$ cat src/rtl/mdu_pkg.sv
// mdu_pkg: shared state encoding, funct codes and iteration count for the HI/LO multiply unit.
package mdu_pkg;
    typedef enum logic [1:0] {IDLE, RUN, DONE} state_t;
    localparam logic [5:0] MULT  = 6'b011000;
    localparam logic [5:0] MULTU = 6'b011001;
    localparam logic [5:0] DIV   = 6'b011010;
    localparam logic [5:0] DIVU  = 6'b011011;
    localparam logic [5:0] MFHI  = 6'b010000;
    localparam logic [5:0] MFLO  = 6'b010010;
    localparam int ITERS = 32;
endpackage

$ cat src/rtl/mdu_hilo_if.sv
// mdu_hilo_if: EX-stage strobes, operands and HI/LO result/stall between decoder and mdu_hilo.
interface mdu_hilo_if #(
    parameter int WIDTH = 32
);
    logic             multiply;
    logic [5:0]       funct;
    logic             mfhi;
    logic             mflo;
    logic [WIDTH-1:0] srca;
    logic [WIDTH-1:0] srcb;
    logic [WIDTH-1:0] hilo_out;
    logic             busy;
    logic             stall;
    modport master (output multiply, funct, mfhi, mflo, srca, srcb, input hilo_out, busy, stall);
    modport slave (input multiply, funct, mfhi, mflo, srca, srcb, output hilo_out, busy, stall);
endinterface

$ cat src/rtl/mdu_datapath.sv
// mdu_datapath: shift/add multiply step on magnitudes plus final sign fix-up.
// With MDU_DIV_EN defined it also performs a restoring divide step on the same accumulator.
module mdu_datapath import mdu_pkg::*; #(
    parameter int WIDTH = 32
) (
    input  logic               clk,
    input  logic               reset,
    input  logic               load,
    input  logic               step,
`ifdef MDU_DIV_EN
    input  logic               is_div,
`endif
    input  logic               sgn,
    input  logic [WIDTH-1:0]   a,
    input  logic [WIDTH-1:0]   b,
    output logic [2*WIDTH-1:0] result
);
    logic [2*WIDTH-1:0] acc, acc_nx;
    logic [WIDTH-1:0]   mcand, a_mag, b_mag;
    logic [WIDTH:0]     sum;
    logic               neg;
    assign a_mag = sgn && a[WIDTH-1] ? -a : a;
    assign b_mag = sgn && b[WIDTH-1] ? -b : b;
    // carry out of the upper-half add shifts straight into the MSB
    assign sum = {1'b0, acc[2*WIDTH-1:WIDTH]} + {1'b0, acc[0] ? mcand : WIDTH'(0)};
`ifdef MDU_DIV_EN
    logic           div_q, neg_rem;
    logic [WIDTH:0] rem_sh, diff;
    assign rem_sh = {acc[2*WIDTH-1:WIDTH], acc[WIDTH-1]};
    assign diff   = rem_sh - {1'b0, mcand};
    assign acc_nx = div_q ? {diff[WIDTH] ? rem_sh[WIDTH-1:0] : diff[WIDTH-1:0], acc[WIDTH-2:0], !diff[WIDTH]}
                          : {sum, acc[WIDTH-1:1]};
    assign result = div_q ? {neg_rem ? -acc[2*WIDTH-1:WIDTH] : acc[2*WIDTH-1:WIDTH],
                             neg ? -acc[WIDTH-1:0] : acc[WIDTH-1:0]}
                          : (neg ? -acc : acc);
    always_ff @(posedge clk or posedge reset)
        if (reset) begin
            div_q   <= 1'b0;
            neg_rem <= 1'b0;
        end else if (load) begin
            div_q   <= is_div;
            neg_rem <= sgn && a[WIDTH-1];
        end
`else
    assign acc_nx = {sum, acc[WIDTH-1:1]};
    assign result = neg ? -acc : acc;
`endif
    // divide by zero keeps the quotient all ones by never negating it
    always_ff @(posedge clk or posedge reset)
        if (reset) begin
            acc   <= '0;
            mcand <= '0;
            neg   <= 1'b0;
        end else if (load) begin
`ifdef MDU_DIV_EN
            mcand <= is_div ? b_mag : a_mag;
            acc   <= {{WIDTH{1'b0}}, is_div ? a_mag : b_mag};
            neg   <= sgn && (a[WIDTH-1] ^ b[WIDTH-1]) && !(is_div && b == '0);
`else
            mcand <= a_mag;
            acc   <= {{WIDTH{1'b0}}, b_mag};
            neg   <= sgn && (a[WIDTH-1] ^ b[WIDTH-1]);
`endif
        end else if (step)
            acc <= acc_nx;
endmodule

$ cat src/rtl/mdu_hilo.sv
// mdu_hilo: iterative mult/multu unit owning HI/LO, stalling EX while an operation is in flight.
// Define MDU_DIV_EN to also accept div/divu on the same 33-cycle schedule.
module mdu_hilo import mdu_pkg::*; #(
    parameter int WIDTH = 32
) (
    input logic       clk,
    input logic       reset,
    mdu_hilo_if.slave bus
);
    localparam int CW = $clog2(ITERS);
    state_t             state, state_nx;
    logic [CW-1:0]      cnt;
    logic [WIDTH-1:0]   hi, lo;
    logic [2*WIDTH-1:0] result;
    logic               is_mul, go, load, step, wr;
    assign is_mul = bus.funct == MULT || bus.funct == MULTU;
`ifdef MDU_DIV_EN
    logic is_div;
    assign is_div = bus.funct == DIV || bus.funct == DIVU;
    assign go     = bus.multiply && (is_mul || is_div);
`else
    assign go     = bus.multiply && is_mul;
`endif
    always_ff @(posedge clk or posedge reset)
        if (reset) state <= IDLE;
        else       state <= state_nx;
    always_comb
        state_nx = state == IDLE ? (go ? RUN : IDLE) :
                   state == RUN  ? (cnt == CW'(ITERS - 1) ? DONE : RUN) : IDLE;
    always_comb begin
        load = state == IDLE && go;
        step = state == RUN;
        wr   = state == DONE;
    end
    always_ff @(posedge clk or posedge reset)
        if (reset)     cnt <= '0;
        else if (load) cnt <= '0;
        else if (step) cnt <= cnt + 1'b1;
    // HI/LO only change in DONE, so reads never see a partial product
    always_ff @(posedge clk or posedge reset)
        if (reset)   {hi, lo} <= '0;
        else if (wr) {hi, lo} <= result;
    assign bus.busy     = state != IDLE;
    assign bus.stall    = bus.busy && (bus.multiply || bus.mfhi || bus.mflo);
    assign bus.hilo_out = bus.mfhi ? hi : bus.mflo ? lo : '0;
    mdu_datapath #(.WIDTH(WIDTH)) u_dp (
        .clk    (clk),
        .reset  (reset),
        .load   (load),
        .step   (step),
`ifdef MDU_DIV_EN
        .is_div (is_div),
`endif
        .sgn    (!bus.funct[0]),
        .a      (bus.srca),
        .b      (bus.srcb),
        .result (result)
    );
endmodule

$ cat src/flat_wrapper.sv
// flat-port wrapper written by rule: the top's interface ports become plain ports
module mdu_hilo_flat import mdu_pkg::*;
#(
    parameter int WIDTH = 32
)
  (clk, reset, bus_multiply, bus_funct, bus_mfhi, bus_mflo, bus_srca, bus_srcb, bus_hilo_out, bus_busy, bus_stall);
  mdu_hilo_if #(.WIDTH(WIDTH)) bus_i ();
  input logic clk;
  input logic reset;
  input wire logic [$bits(bus_i.multiply)-1:0] bus_multiply;
  input wire logic [$bits(bus_i.funct)-1:0] bus_funct;
  input wire logic [$bits(bus_i.mfhi)-1:0] bus_mfhi;
  input wire logic [$bits(bus_i.mflo)-1:0] bus_mflo;
  input wire logic [$bits(bus_i.srca)-1:0] bus_srca;
  input wire logic [$bits(bus_i.srcb)-1:0] bus_srcb;
  output wire logic [$bits(bus_i.hilo_out)-1:0] bus_hilo_out;
  output wire logic [$bits(bus_i.busy)-1:0] bus_busy;
  output wire logic [$bits(bus_i.stall)-1:0] bus_stall;
  assign bus_i.multiply = bus_multiply;
  assign bus_i.funct = bus_funct;
  assign bus_i.mfhi = bus_mfhi;
  assign bus_i.mflo = bus_mflo;
  assign bus_i.srca = bus_srca;
  assign bus_i.srcb = bus_srcb;
  assign bus_hilo_out = bus_i.hilo_out;
  assign bus_busy = bus_i.busy;
  assign bus_stall = bus_i.stall;
  mdu_hilo #(.WIDTH(WIDTH)) u_core (.clk(clk), .reset(reset), .bus(bus_i));
endmodule
$ cat config.mk
export PLATFORM = sky130hd
export DESIGN_NAME = mdu_hilo_flat
export DESIGN_NICKNAME = d
export VERILOG_FILES = /design/src/rtl/mdu_pkg.sv /design/src/rtl/mdu_hilo_if.sv /design/src/rtl/mdu_datapath.sv /design/src/rtl/mdu_hilo.sv /design/src/flat_wrapper.sv
export SDC_FILE = /design/constraint.sdc
export NUM_CORES = 1
export LEC_CHECK = 0
export ABC_AREA = 1
export BUFFER_PORTS_ARGS = -buffer_cell sky130_fd_sc_hd__buf_2
export CAP_MARGIN = 5
export CORE_ASPECT_RATIO = 1.5
export CORE_MARGIN = 5
export CORE_UTILIZATION = 36
export CTS_BUF_LIST = sky130_fd_sc_hd__clkbuf_8
export CTS_CLUSTER_DIAMETER = 50
export DETAILED_ROUTE_END_ITERATION = 10
export GPL_ROUTABILITY_DRIVEN = 1
export PLACE_DENSITY_LB_ADDON = 0.3
export SLEW_MARGIN = 5
export SYNTH_ARGS = -nofsm -noshare
export SYNTH_HDL_FRONTEND = slang
export SYNTH_SLANG_ARGS = --single-unit
export TNS_END_PERCENT = 50
$ cat constraint.sdc
create_clock -name clk -period 5.9 [get_ports clk]
set_input_delay 0.885 -clock clk [delete_from_list [all_inputs] [get_ports clk]]
set_output_delay 0.885 -clock clk [all_outputs]
set_load 0.02 [all_outputs]
# Word level (Yosys, flattened, before mapping)
# Index checks and enable logic that the tools add are counted.
dict set report word_totals {
  input_bits 75
  elab_cells 45
  regBits 168
  output_inout_bits 34
}
dict set report classes {
  add_sub_neg 5
  bitwise_logic 1
  muxes 14
  eq_ne 5
  reduce_logical 13
}
# operator count
set ops {}
lappend ops {{64-bit two-way mux} 3}
lappend ops {{32-bit two-way mux} 5}
lappend ops {{32-bit negator} 2}
lappend ops {{64-bit negator} 1}
lappend ops {{32-bit by 32-bit adder with 33-bit output} 1}
lappend ops {{6-bit by 5-bit == test with 1-bit output, second input constant} 2}
lappend ops {{5-bit two-way mux} 2}
lappend ops {{1-bit logical AND} 6}
lappend ops {{2-bit two-way mux} 3}
lappend ops {{5-bit by 1-bit adder with 5-bit output, second input constant} 1}
lappend ops {{5-bit == test, second input constant} 1}
lappend ops {{2-bit nonzero test} 2}
lappend ops {{1-bit logical OR} 3}
lappend ops {{2-bit by 1-bit == test with 1-bit output, second input constant} 1}
lappend ops {{2-bit == test, second input constant} 1}
lappend ops {{2-bit logical NOT} 1}
lappend ops {{1-bit logical NOT} 1}
lappend ops {{1-bit two-way mux} 1}
lappend ops {{1-bit bitwise XOR} 1}

# Depth between registers and ports, before layout
dict set report depth {
  ltp_word 5
  ltp_mapped 18
}

# Cells and area by module
# Synthesis repeated with hierarchy kept, for this count alone.
dict set report hier_totals {
  hier_cells 2271
  area_unflattened_um2 14189.9
}
# module instances area_per_inst_um2 cells_each seq_area_each_um2
set modules_own_cells {}
lappend modules_own_cells {mdu_datapath 1 10725.3 1876 2427.3}
lappend modules_own_cells {mdu_hilo 1 3464.6 395 1776.7}

# Least setup slack after synthesis
# Ideal clock, no wire load.
dict set report synth_path {
  kind {input -> output}
  startpoint {input port bus_mfhi}
  endpoint {output port bus_hilo_out[17]}
  setup_slack_ns 3.022
  n_path_buf 2
  arrival_ns 1.993
  path_stages 5
  required_ns 5.015
  path_cell_list {clkbuf_1 > inv_1 > nand2_1 > clkbuf_1 > o21ai_0}
}
dict set report synth_between {
  elab_chain_cells 1
}
# item line
set synth_lines {}
lappend synth_lines {{start: declaration} flat_wrapper.sv:12} ;# input wire logic [$bits(bus_i.mfhi)-1:0] bus_mfhi;
lappend synth_lines {{32-bit two-way mux} mdu_hilo.sv:45} ;# assign bus.hilo_out = bus.mfhi ? hi : bus.mflo ? lo : '0;
lappend synth_lines {{end: declaration} flat_wrapper.sv:16} ;# output wire logic [$bits(bus_i.hilo_out)-1:0] bus_hilo_out;
# No other way between the ends.

# Final worst setup path
dict set report layout_path {
  startpoint {input port bus_mfhi}
  endpoint {output port bus_hilo_out[1]}
}
# Same word-level chain as after synthesis.

==> impl_results.md <==
* Outcome: completed
* WP buf/inv at 3
* Synth Net Count at 2323
* GRT Total Usage at 21.93%
* Largest net degree at the start of global routing at 81
* Slew Viols, Final at 0
* Slowest CP cell: inv_1
* CTS tree: built
* CTS buffer count at 17
* Syn avg cell area at 6.060 µm²
* Final hold viol count at 0
* Worst Hold Class: input port to asynchronous set/reset pin
* GP Congestion at 0.9528
* Drt drc at 0
* Core area at 0.03680 mm²
* Synth cell count leaders: 783 x nand2_1, 315 x inv_1, 223 x nor2_1
* Root Driver: clkbuf_8
* Fin nets at 2394
* Dpl cell area at 0.01434 mm²
* Compound-Gate Fraction of Synth Area at 11.26%
* Die W at 167.5 µm
* CP peak stage delay at 0.56 ns
* Grt total ovfl at 0
* Setup Crit Path Kind: input port to output port
* DRT Pass-1 Iters at 6
* Ys Warns at 0
* Detail Route Antenna Nets at 0
* Post_cts resized at 0
* CP Cell Sequence: buf_2 > inv_1 > nand2_1 > o21ai_0 > buf_2
* Ports at 109
* Mux contribution to synthesized area at 0%
* WP data arrival at 2.77 ns
* Critical Path End Type: output port
* Share of layout cells above drive strength 1 at 8.195%
* Reg-to-reg startpoint: u_core.u_dp.acc[0]
* Xor/xnor share of the synthesized area at 2.943%
* Setup repair bufs after CTS at 0
* Initial Utilization at 36.39%
* Largest family of logic cells by synthesized area: simple AND/OR/NAND/NOR gates
* Drt via density at 5.056
* Worst slew pin tran at 0.9372 ns
* Vias at 14.06k
* Die Span Y at 246.2 µm
* Post-Synth Simple-Gate Area at 39.69%
* CP delay by family, top: buffers and inverters
* Mapped Cells at 2210
* EDFF count, synth at 0
* Routed WL per cell at 16.24 µm
* Slew HR at 37.37%
* FFs w/ async S/R, synth at 100.0%
* Hold buffers post-CTS at 0
* Port buffer count at 108
* Static Leak at 7.991 nW
* Fmax at 273.7 MHz
* Cell variety after synth at 41
* First-pass GRT wire length at 72630 µm
* FF-to-FF path depth at 15
* Peak VDD IR at 0.1779 mV
* H-tree levels at 4
* Sink Count at 168
* Setup crit start kind: input port
* Area Overhead vs Synth at 10.20%
* Cell with the most instances after synthesis: nand2_1
* Reg-to-reg slack, setup at 3.24 ns
* # fillers at 4099
* Total negative slack at 0 ns
* Worst Skew at 0.02189 ns
* Max FO, Critical Path at 25
* Wirelength, routed at 45140 µm
* Most common cell on crit path: buf_2
* Sequential cell area fraction in the yosys report at 31.39%
* Largest area contributor in the netlist: dfrtp_1
* Worst endpoint required time at 5.02 ns
* Cell Area, Synth at 0.01339 mm²
* Die footprint at 0.04124 mm²
* Design area at 0.01476 mm²
* Min Tclk post-route at 3.654 ns
* Post-synth top area share at 31.39%
* # Max-Cap Violations at 0
* Clock Latency Late Sink at 0.50 ns
* FF+latch count, synth at 168
* Post-synthesis adder-cell area fraction at 3.606%
* Crit share post-route at 61.94%
* Vias in the first global route at 13.83k
* RSZ-0062 raised after global routing: no
* Main synth FF type: dfrtp_1
* Rows at 86
* Clock slew at reported path FFs at 0.10 ns
* Antenna violations before repair at 1
* DRT iter0 DRCs at 1050
* Hpwl dp at 35910 µm
* Power Density at 338.1 mW/mm²
* Top cells by area, synth: dfrtp_1 31%, nand2_1 22%, inv_1 8.8%, nand3_1 7.6%, o21ai_0 6.7%
* Setup violators final at 0
* CTS Buffer Depth at 2
* Reg-to-reg endpoint: u_core.u_dp.acc[63]
-- through the flow --
| stage | instances | setup slack (ns) | utilization, % | hold WS (ns) | power [mW] |
|---|---|---|---|---|---|
| after floorplan | 2210 | 0.4683 | - | 0.4489 | 3.306 |
| after global placement | 2746 | 2.316 | 38.98 | 0.4634 | 4.067 |
| after detailed placement | 2746 | 2.194 | 38.98 | 0.4666 | 4.097 |
| after CTS | 2778 | 2.197 | 40.09 | 0.4869 | 4.999 |
| after global routing | 2779 | 1.945 | 40.10 | 0.5084 | 5.417 |
| final | 2780 | 2.246 | 40.11 | 0.4733 | 4.991 |
-- cells in the final DEF (no fill, tap or decap), types with 6 or more instances in the layout --
| master | netlist | final |
|---|---|---|
| nand2_1 | 783 | 783 |
| buf_4 | 1 | 11 |
| o21ai_0 | 178 | 178 |
| ha_1 | 37 | 37 |
| a21oi_1 | 58 | 58 |
| dfrtp_1 | 168 | 167 |
| nor2_1 | 223 | 221 |
| o211ai_1 | 6 | 6 |
| o22ai_1 | 13 | 13 |
| buf_2 | 17 | 108 |
| or2_2 | 8 | 8 |
| nor2_2 | 6 | 7 |
| nand2_2 | 11 | 11 |
| nand3_1 | 204 | 204 |
| o21ai_1 | 9 | 9 |
| nor3_1 | 12 | 12 |
| nand4_1 | 36 | 36 |
| inv_1 | 315 | 314 |
| clkbuf_8 | 0 | 18 |
| xor2_1 | 42 | 42 |
-- worst register-to-register path: stages (launching register included) --
cell and delay (ns):
dfrtp_1 0.37, buf_4 0.26, nand2_1 0.12, inv_1 0.04, ha_1 0.23, fa_1 0.48, nand3_1 0.12, nand3_1 0.18
nand2_1 0.11, nand2_1 0.08, nand2_1 0.07, nand2_1 0.13, nand3_1 0.10, nand2_1 0.05, nand2_1 0.06, o21ai_0 0.10
-- area by class of cell --
cell class              instances  area [µm²]  area share [%]
inverters                     318        1200           8.130
flip-flops and latches        168        4205           28.49
clock inverters                14       162.7           1.102
repair buffers                119       623.1           4.222
clock buffers                  18       247.7           1.679
diodes                          2       5.005         0.03391
multi-input cells            1657        7710           52.24
well taps                     484       605.6           4.103
-- worst max-delay path by stage --
stage,cells past startpoint,slack [ns],from,to
final,5,2.25,bus_mfhi,bus_hilo_out[1]
after global routing,5,1.95,bus_mfhi,bus_hilo_out[30]
after CTS,5,2.20,bus_mfhi,bus_hilo_out[1]
after detailed placement,5,2.19,bus_mfhi,bus_hilo_out[1]
after global placement,5,2.32,bus_mfhi,bus_hilo_out[29]
after floorplan,1,0.47,reset,u_core.cnt[0]
-- state kept, by name (all words and copies together) (netlist names) --
signal	cells
u_core.u_dp.mcand	32
u_core.lo	32
u_core.state	2
u_core.u_dp.neg	1
u_core.u_dp.acc	64
u_core.hi	32
u_core.cnt	5
-- kinds of logic after synthesis --
group | count (synthesis)
compound gates | 282
xor+xnor | 45
fa+ha+maj | 38
buf+inv | 385
flops | 168
simple gates | 1292
-- metal layers --
metal / GRT usage, % / vias to the layer above / routed length [µm]
li1: - / 7118 / -
met1: 25.46 / 6435 / 18150
met2: 39.86 / 407 / 22900
met3: 3.050 / 95 / 1949
met4: 9.936 / 0 / 2137
met5: 0 / - / 0
-- where the power goes --
part	internal (mW)	switching (mW)	total, mW
combinational	0.712	1.62	2.34
sequential	1.38	0.380	1.76
clock	0.398	0.497	0.894
Power figures use the tool's default switching activity.
